**src/rtl/dmem_arb_pkg.sv**
```systemverilog
// Shared types and default sizes for the data-memory arbiter.
// Round-robin contention policy is enabled by defining DMEM_ARB_RR_EN.
package dmem_arb_pkg;

   localparam int unsigned DM_ADDRESS_DEF = 9;
   localparam int unsigned DATA_W_DEF     = 32;
   localparam int unsigned MAX_LEN_W_DEF  = 4;

   typedef enum logic {
      IDLE,
      EXT_BURST
   } arb_state_t;

   typedef enum logic {
      OWN_CPU,
      OWN_EXT
   } owner_t;

endpackage

```
**src/rtl/dmem_arb_burst_gen.sv**
```systemverilog
// Burst beat counter for the external port: holds base/length, produces the
// wrapped beat address and flags the final beat.
module dmem_arb_burst_gen
   import dmem_arb_pkg::*;
#(
   parameter int unsigned DM_ADDRESS = DM_ADDRESS_DEF,
   parameter int unsigned MAX_LEN_W  = MAX_LEN_W_DEF
)
(
   input  logic                  clk,
   input  logic                  reset,
   input  logic                  load,
   input  logic                  step,
   input  logic [DM_ADDRESS-1:0] base,
   input  logic [MAX_LEN_W-1:0]  len,
   output logic [DM_ADDRESS-1:0] addr,
   output logic                  last
);

   logic [DM_ADDRESS-1:0] base_q;
   logic [MAX_LEN_W-1:0]  len_q;
   logic [MAX_LEN_W-1:0]  beat_q;

   // Beat 0 is issued by the arbiter directly from ext_addr, so a loaded
   // burst resumes at beat 1.
   always_ff @(posedge clk or posedge reset) begin
      if (reset) begin
         base_q <= '0;
         len_q  <= '0;
         beat_q <= '0;
      end else if (load) begin
         base_q <= base;
         len_q  <= len;
         beat_q <= MAX_LEN_W'(1);
      end else if (step) begin
         beat_q <= last ? '0 : beat_q + MAX_LEN_W'(1);
      end
   end

   assign addr = base_q + DM_ADDRESS'(beat_q);
   assign last = (beat_q == len_q);

endmodule

```
**src/rtl/dmem_arbiter.sv**
```systemverilog
// Single-port data memory arbiter between CPU load/store and an external burst
// port. Define DMEM_ARB_RR_EN for round-robin contention, else CPU has priority.
module dmem_arbiter
   import dmem_arb_pkg::*;
#(
   parameter int unsigned DM_ADDRESS = DM_ADDRESS_DEF,
   parameter int unsigned DATA_W     = DATA_W_DEF,
   parameter int unsigned MAX_LEN_W  = MAX_LEN_W_DEF
)
(
   input  logic                  clk,
   input  logic                  reset,
   input  logic                  cpu_req,
   input  logic                  cpu_we,
   input  logic [DM_ADDRESS-1:0] cpu_addr,
   input  logic [DATA_W-1:0]     cpu_wdata,
   output logic                  cpu_gnt,
   output logic                  cpu_rvalid,
   output logic [DATA_W-1:0]     cpu_rdata,
   input  logic                  ext_req,
   input  logic                  ext_we,
   input  logic [DM_ADDRESS-1:0] ext_addr,
   input  logic [MAX_LEN_W-1:0]  ext_len,
   input  logic [DATA_W-1:0]     ext_wdata,
   output logic                  ext_gnt,
   output logic                  ext_rvalid,
   output logic [DATA_W-1:0]     ext_rdata,
   output logic                  ext_done,
   output logic                  mem_read,
   output logic                  mem_write,
   output logic [DM_ADDRESS-1:0] mem_a,
   output logic [DATA_W-1:0]     mem_wd,
   input  logic [DATA_W-1:0]     mem_rd
);

   arb_state_t            state_q, state_d;
   owner_t                last_owner_q;
   logic                  burst_we_q;
   logic                  prefer_cpu;
   logic                  cpu_win, ext_win;
   logic                  load, step, done_d;
   logic                  last_beat;
   logic [DM_ADDRESS-1:0] burst_addr;

   dmem_arb_burst_gen #(
      .DM_ADDRESS (DM_ADDRESS),
      .MAX_LEN_W  (MAX_LEN_W)
   ) u_burst_gen (
      .clk   (clk),
      .reset (reset),
      .load  (load),
      .step  (step),
      .base  (ext_addr),
      .len   (ext_len),
      .addr  (burst_addr),
      .last  (last_beat)
   );

`ifdef DMEM_ARB_RR_EN
   assign prefer_cpu = (last_owner_q == OWN_EXT);
`else
   // Fixed priority: always true; last_owner is still tracked in this build.
   assign prefer_cpu = (last_owner_q == OWN_EXT) || (last_owner_q == OWN_CPU);
`endif

   // No new grants while reset is held, so an aborted burst stops at once.
   assign cpu_win = cpu_req && !reset && (!ext_req || prefer_cpu);
   assign ext_win = ext_req && !reset && !cpu_win;

   always_comb begin
      state_d   = state_q;
      cpu_gnt   = 1'b0;
      ext_gnt   = 1'b0;
      mem_read  = 1'b0;
      mem_write = 1'b0;
      mem_a     = '0;
      mem_wd    = '0;
      load      = 1'b0;
      step      = 1'b0;
      done_d    = 1'b0;
      case (state_q)
         IDLE: begin
            if (cpu_win) begin
               cpu_gnt   = 1'b1;
               mem_read  = !cpu_we;
               mem_write = cpu_we;
               mem_a     = cpu_addr;
               mem_wd    = cpu_wdata;
            end else if (ext_win) begin
               ext_gnt   = 1'b1;
               mem_read  = !ext_we;
               mem_write = ext_we;
               mem_a     = ext_addr;
               mem_wd    = ext_wdata;
               if (ext_len != '0) begin
                  load    = 1'b1;
                  state_d = EXT_BURST;
               end else begin
                  done_d  = 1'b1;
               end
            end
         end
         EXT_BURST: begin
            ext_gnt   = 1'b1;
            mem_read  = !burst_we_q;
            mem_write = burst_we_q;
            mem_a     = burst_addr;
            mem_wd    = ext_wdata;
            step      = 1'b1;
            if (last_beat) begin
               state_d = IDLE;
               done_d  = 1'b1;
            end
         end
         default: state_d = IDLE;
      endcase
   end

   always_ff @(posedge clk or posedge reset) begin
      if (reset) begin
         state_q      <= IDLE;
         last_owner_q <= OWN_EXT;
         burst_we_q   <= 1'b0;
         cpu_rvalid   <= 1'b0;
         cpu_rdata    <= '0;
         ext_rvalid   <= 1'b0;
         ext_rdata    <= '0;
         ext_done     <= 1'b0;
      end else begin
         state_q    <= state_d;
         ext_done   <= done_d;
         cpu_rvalid <= cpu_gnt && mem_read;
         ext_rvalid <= ext_gnt && mem_read;
         if (cpu_gnt && mem_read)
            cpu_rdata <= mem_rd;
         if (ext_gnt && mem_read)
            ext_rdata <= mem_rd;
         if (load)
            burst_we_q <= ext_we;
         if (cpu_gnt)
            last_owner_q <= OWN_CPU;
         else if (state_q == IDLE && ext_gnt)
            last_owner_q <= OWN_EXT;
      end
   end

endmodule

```
**config.mk**
```make
export PLATFORM = sky130hd
export DESIGN_NAME = dmem_arbiter
export DESIGN_NICKNAME = d
export VERILOG_FILES = /design/src/rtl/dmem_arb_pkg.sv /design/src/rtl/dmem_arb_burst_gen.sv /design/src/rtl/dmem_arbiter.sv
export SDC_FILE = /design/constraint.sdc
export NUM_CORES = 1
export LEC_CHECK = 0
export BUFFER_PORTS_ARGS = -buffer_cell sky130_fd_sc_hd__buf_2
export CAP_MARGIN = 0
export CORE_AREA = 4 4 106 108
export CTS_CLUSTER_DIAMETER = 50
export CTS_CLUSTER_SIZE = 40
export DETAILED_ROUTE_END_ITERATION = 6
export DIE_AREA = 0 0 110 112
export HOLD_SLACK_MARGIN = 0.15
export PLACE_DENSITY = 0.75
export SYNTH_ARGS = -nofsm -noshare
export SYNTH_HDL_FRONTEND = slang
export SYNTH_SLANG_ARGS = --single-unit
export TNS_END_PERCENT = 5
```
**constraint.sdc**
```tcl
create_clock -name clk -period 3.5 [get_ports clk]
set_clock_uncertainty 0.05 [all_clocks]
set_input_delay 0.525 -clock clk [delete_from_list [all_inputs] [get_ports clk]]
set_output_delay 0.525 -clock clk [all_outputs]
set_load 0.01 [all_outputs]
```
==> flow_summary.toml <==
[logic_synthesis]
syn-num-nets = 437
synth_top_area_share_pct = 50.4
ys_top_cells_by_area = "dfrtp_1 50%, mux2_2 11%, mux2_4 10%"
synth_edf_count = 0
avgSynthCellArea_um2 = 13.9
ys_seq_area_share_pct = 50.4
ys.flop_type = "dfrtp_1"
ys_ff_latch = 86
ys_types = 43
yosys.area.top_type = "dfrtp_1"
ys_warn_count = 0
synthCells = 307
async_flop_share_pct = 100
synth_area_um2 = 4270

[floorplanning]
ios = 236
die_area_um2 = 12300
rows = 37
die_w_um = 110
die_h_um = 112
fp.coreArea_um2 = 10200
start_util_pct = 41.7

[sta]
setup_violations = 0
hold_violations = 0
worst_pin_slew_ps = 974
finalSetupTns_ps = 0
fmax_mhz = 327
min_period_ps = 3050
maxSlewHeadroom_pct = 34.6
drv_slew = 0
rsz0062_at_grt = "no"
fin_crit_sh_pct = 87.3

[critical_path]
start_kind = "input port"
cp-end-kind = "output pin"
r2r_start = "state_q"
cp_slowest_cell = "dlygate4sd3_1"
cp.arrival_ps = 2480
cp_cell_sequence = "dlygate4sd3_1 > buf_2 > clkinv_4 > nand3_4 > nand2_1 > buf_4 > a22o_1 > buf_2"
cp_max_fo = 33
path_buf_inv = 5
crit_family = "buffers and inverters"
cp_common_cell = "buf_2"
critPathLaunch = "reset"
cp.required_ps = 2920
max_stage_delay_ps = 530
critPathKind = "input port to output pin"

[detailed_routing]
drc_errors = 0
drtPass1Iterations = 5
drt_iter0_markers = 157
routedWlPerCell_um = 17.8
vias = 3440
ant_nets = 0
avgViaCountPerCell = 5.04
wirelength_mm = 12.2

[grt]
grt_pass1_vias = 3638
grt.overflow.total = 0
antenna_found_initial = 1
grt_max_degree = 59
groute.usage.overall_pct = 19.1
grt_pass1_wl_mm = 18.3

[finish]
drive_above_1_share_pct = 61.4
synthToLayoutAreaGrowth_pct = 34.5
num_antenna_cells = 0
final_cell_mix = "235 x buf_2, 86 x dfrtp_1, 42 x mux2_2"
final_common_cell = "buf_2"
layout.nets = 672

[place]
routabilityCongestion = 0.804
dpl.hpwl_mm = 9.53
portBuffers = 235

[cts]
cts_buffers = 9
clock_sinks = 86
insertion_delay_ps = 350
cts_tree = "yes"
cts_setup_buffers = 0
path_clk_slew_ps = 90
ctsRootBufferMaster = "clkbuf_8"
clockBufferDepth = 2
ctsHtreeMaxLevel = 3

[hold_path]
min_from = "ext_addr[1]"
hold_path_class = "input port to flop"

[power_and_ir_drop]
peakVddDrop_uv = 473
power.density_nw_per_um2 = 905
total_power_mw = 5.19
leakage_nw = 3.02

[job]
max-cap-violations = 0

[status]
outcome = "finished clean"
==> worst min-delay path, cell delays in order <==
cell	delay, ps
buf_2	90
nand2_1	40
o21ai_0	60
==> sequential cells by signal, indices dropped and copies added, names as in the netlist <==
signal / count
u_burst_gen.base_q: 9
ext_rdata: 32
cpu_rvalid: 1
cpu_rdata: 32
u_burst_gen.len_q: 4
ext_rvalid: 1
u_burst_gen.beat_q: 4
state_q: 1
ext_done: 1
burst_we_q: 1
==> timing repair <==
item / CTS / global route
hold endpoints to repair: 19 / 0
resized for setup: 0 / 0
hold buffers: 1 / 0
==> cell families after synthesis <==
family                   share of synthesized area, %
AND/OR/NAND/NOR                                  4.66
adder cells (fa/ha/maj)                          1.94
XOR/XNOR                                         2.26
AO/OA/AOI/OAI                                    12.7
flip-flops                                       50.4
buffers and inverters                            5.13
multiplexers                                     22.9
==> routing by layer <==
| metal | up-vias | global-route usage [%] | part of all wire, % |
|---|---|---|---|
| met4 | 2 | 6.15 | 2.0 |
| met1 | 1635 | 22.5 | 38 |
| met5 | - | 0 | 0.11 |
| met3 | 23 | 7.07 | 12 |
| li1 | 1603 | - | - |
| met2 | 177 | 32.0 | 48 |
==> final cells by class <==
type,count,area (um2)
inverter,13,53.8
clock inverter,7,103
timing repair buffer,242,1230
fill,878,4490
sequential,86,2150
tap,136,170
clock buffer,9,124
multi-input combinational,190,1900
==> cell usage after synthesis, drive strengths merged, types with 4 or more instances <==
library cell   n
o21ai         10
xnor2          9
dfrtp         86
a21o           4
inv           12
nand3          4
a22oi          4
a21oi          5
nand2          5
ha             5
buf           16
a22o          34
mux2          77
==> path summary, 6_finish.rpt <==
check / to / slack (ps) / depth (start not counted)
setup / recovery: mem_wd[3] / 450 / 8
hold / removal: u_burst_gen.base_q[1] / 360 / 3
setup reg to reg: ext_rdata[10] / 1140 / 3
hold reg to reg: cpu_rdata[21] / 430 / 1
max in group asynchronous: u_burst_gen.base_q[4] / 1640 / 4
min in group asynchronous: cpu_rdata[2] / 720 / 3
==> metrics by stage <==
stage	util (%)	worst slack, ps	cells	hold WS (ps)	instance area [um2]
detailed placement	53.8	879	666	419	5500
CTS	56.1	428	683	336	5740
global placement	53.8	896	666	414	5500
finish	56.1	446	683	356	5740
global route	56.1	294	683	339	5740
floorplan	-	1040	307	422	4270
==> power by group <==
part	leakage [nW]	switching [mW]	internal, mW
registers	1.02	0.348	1.49
logic	1.88	1.22	1.34
clock network	0.117	0.380	0.414
total	3.02	1.95	3.24
(Power assumes the default switching activity.)
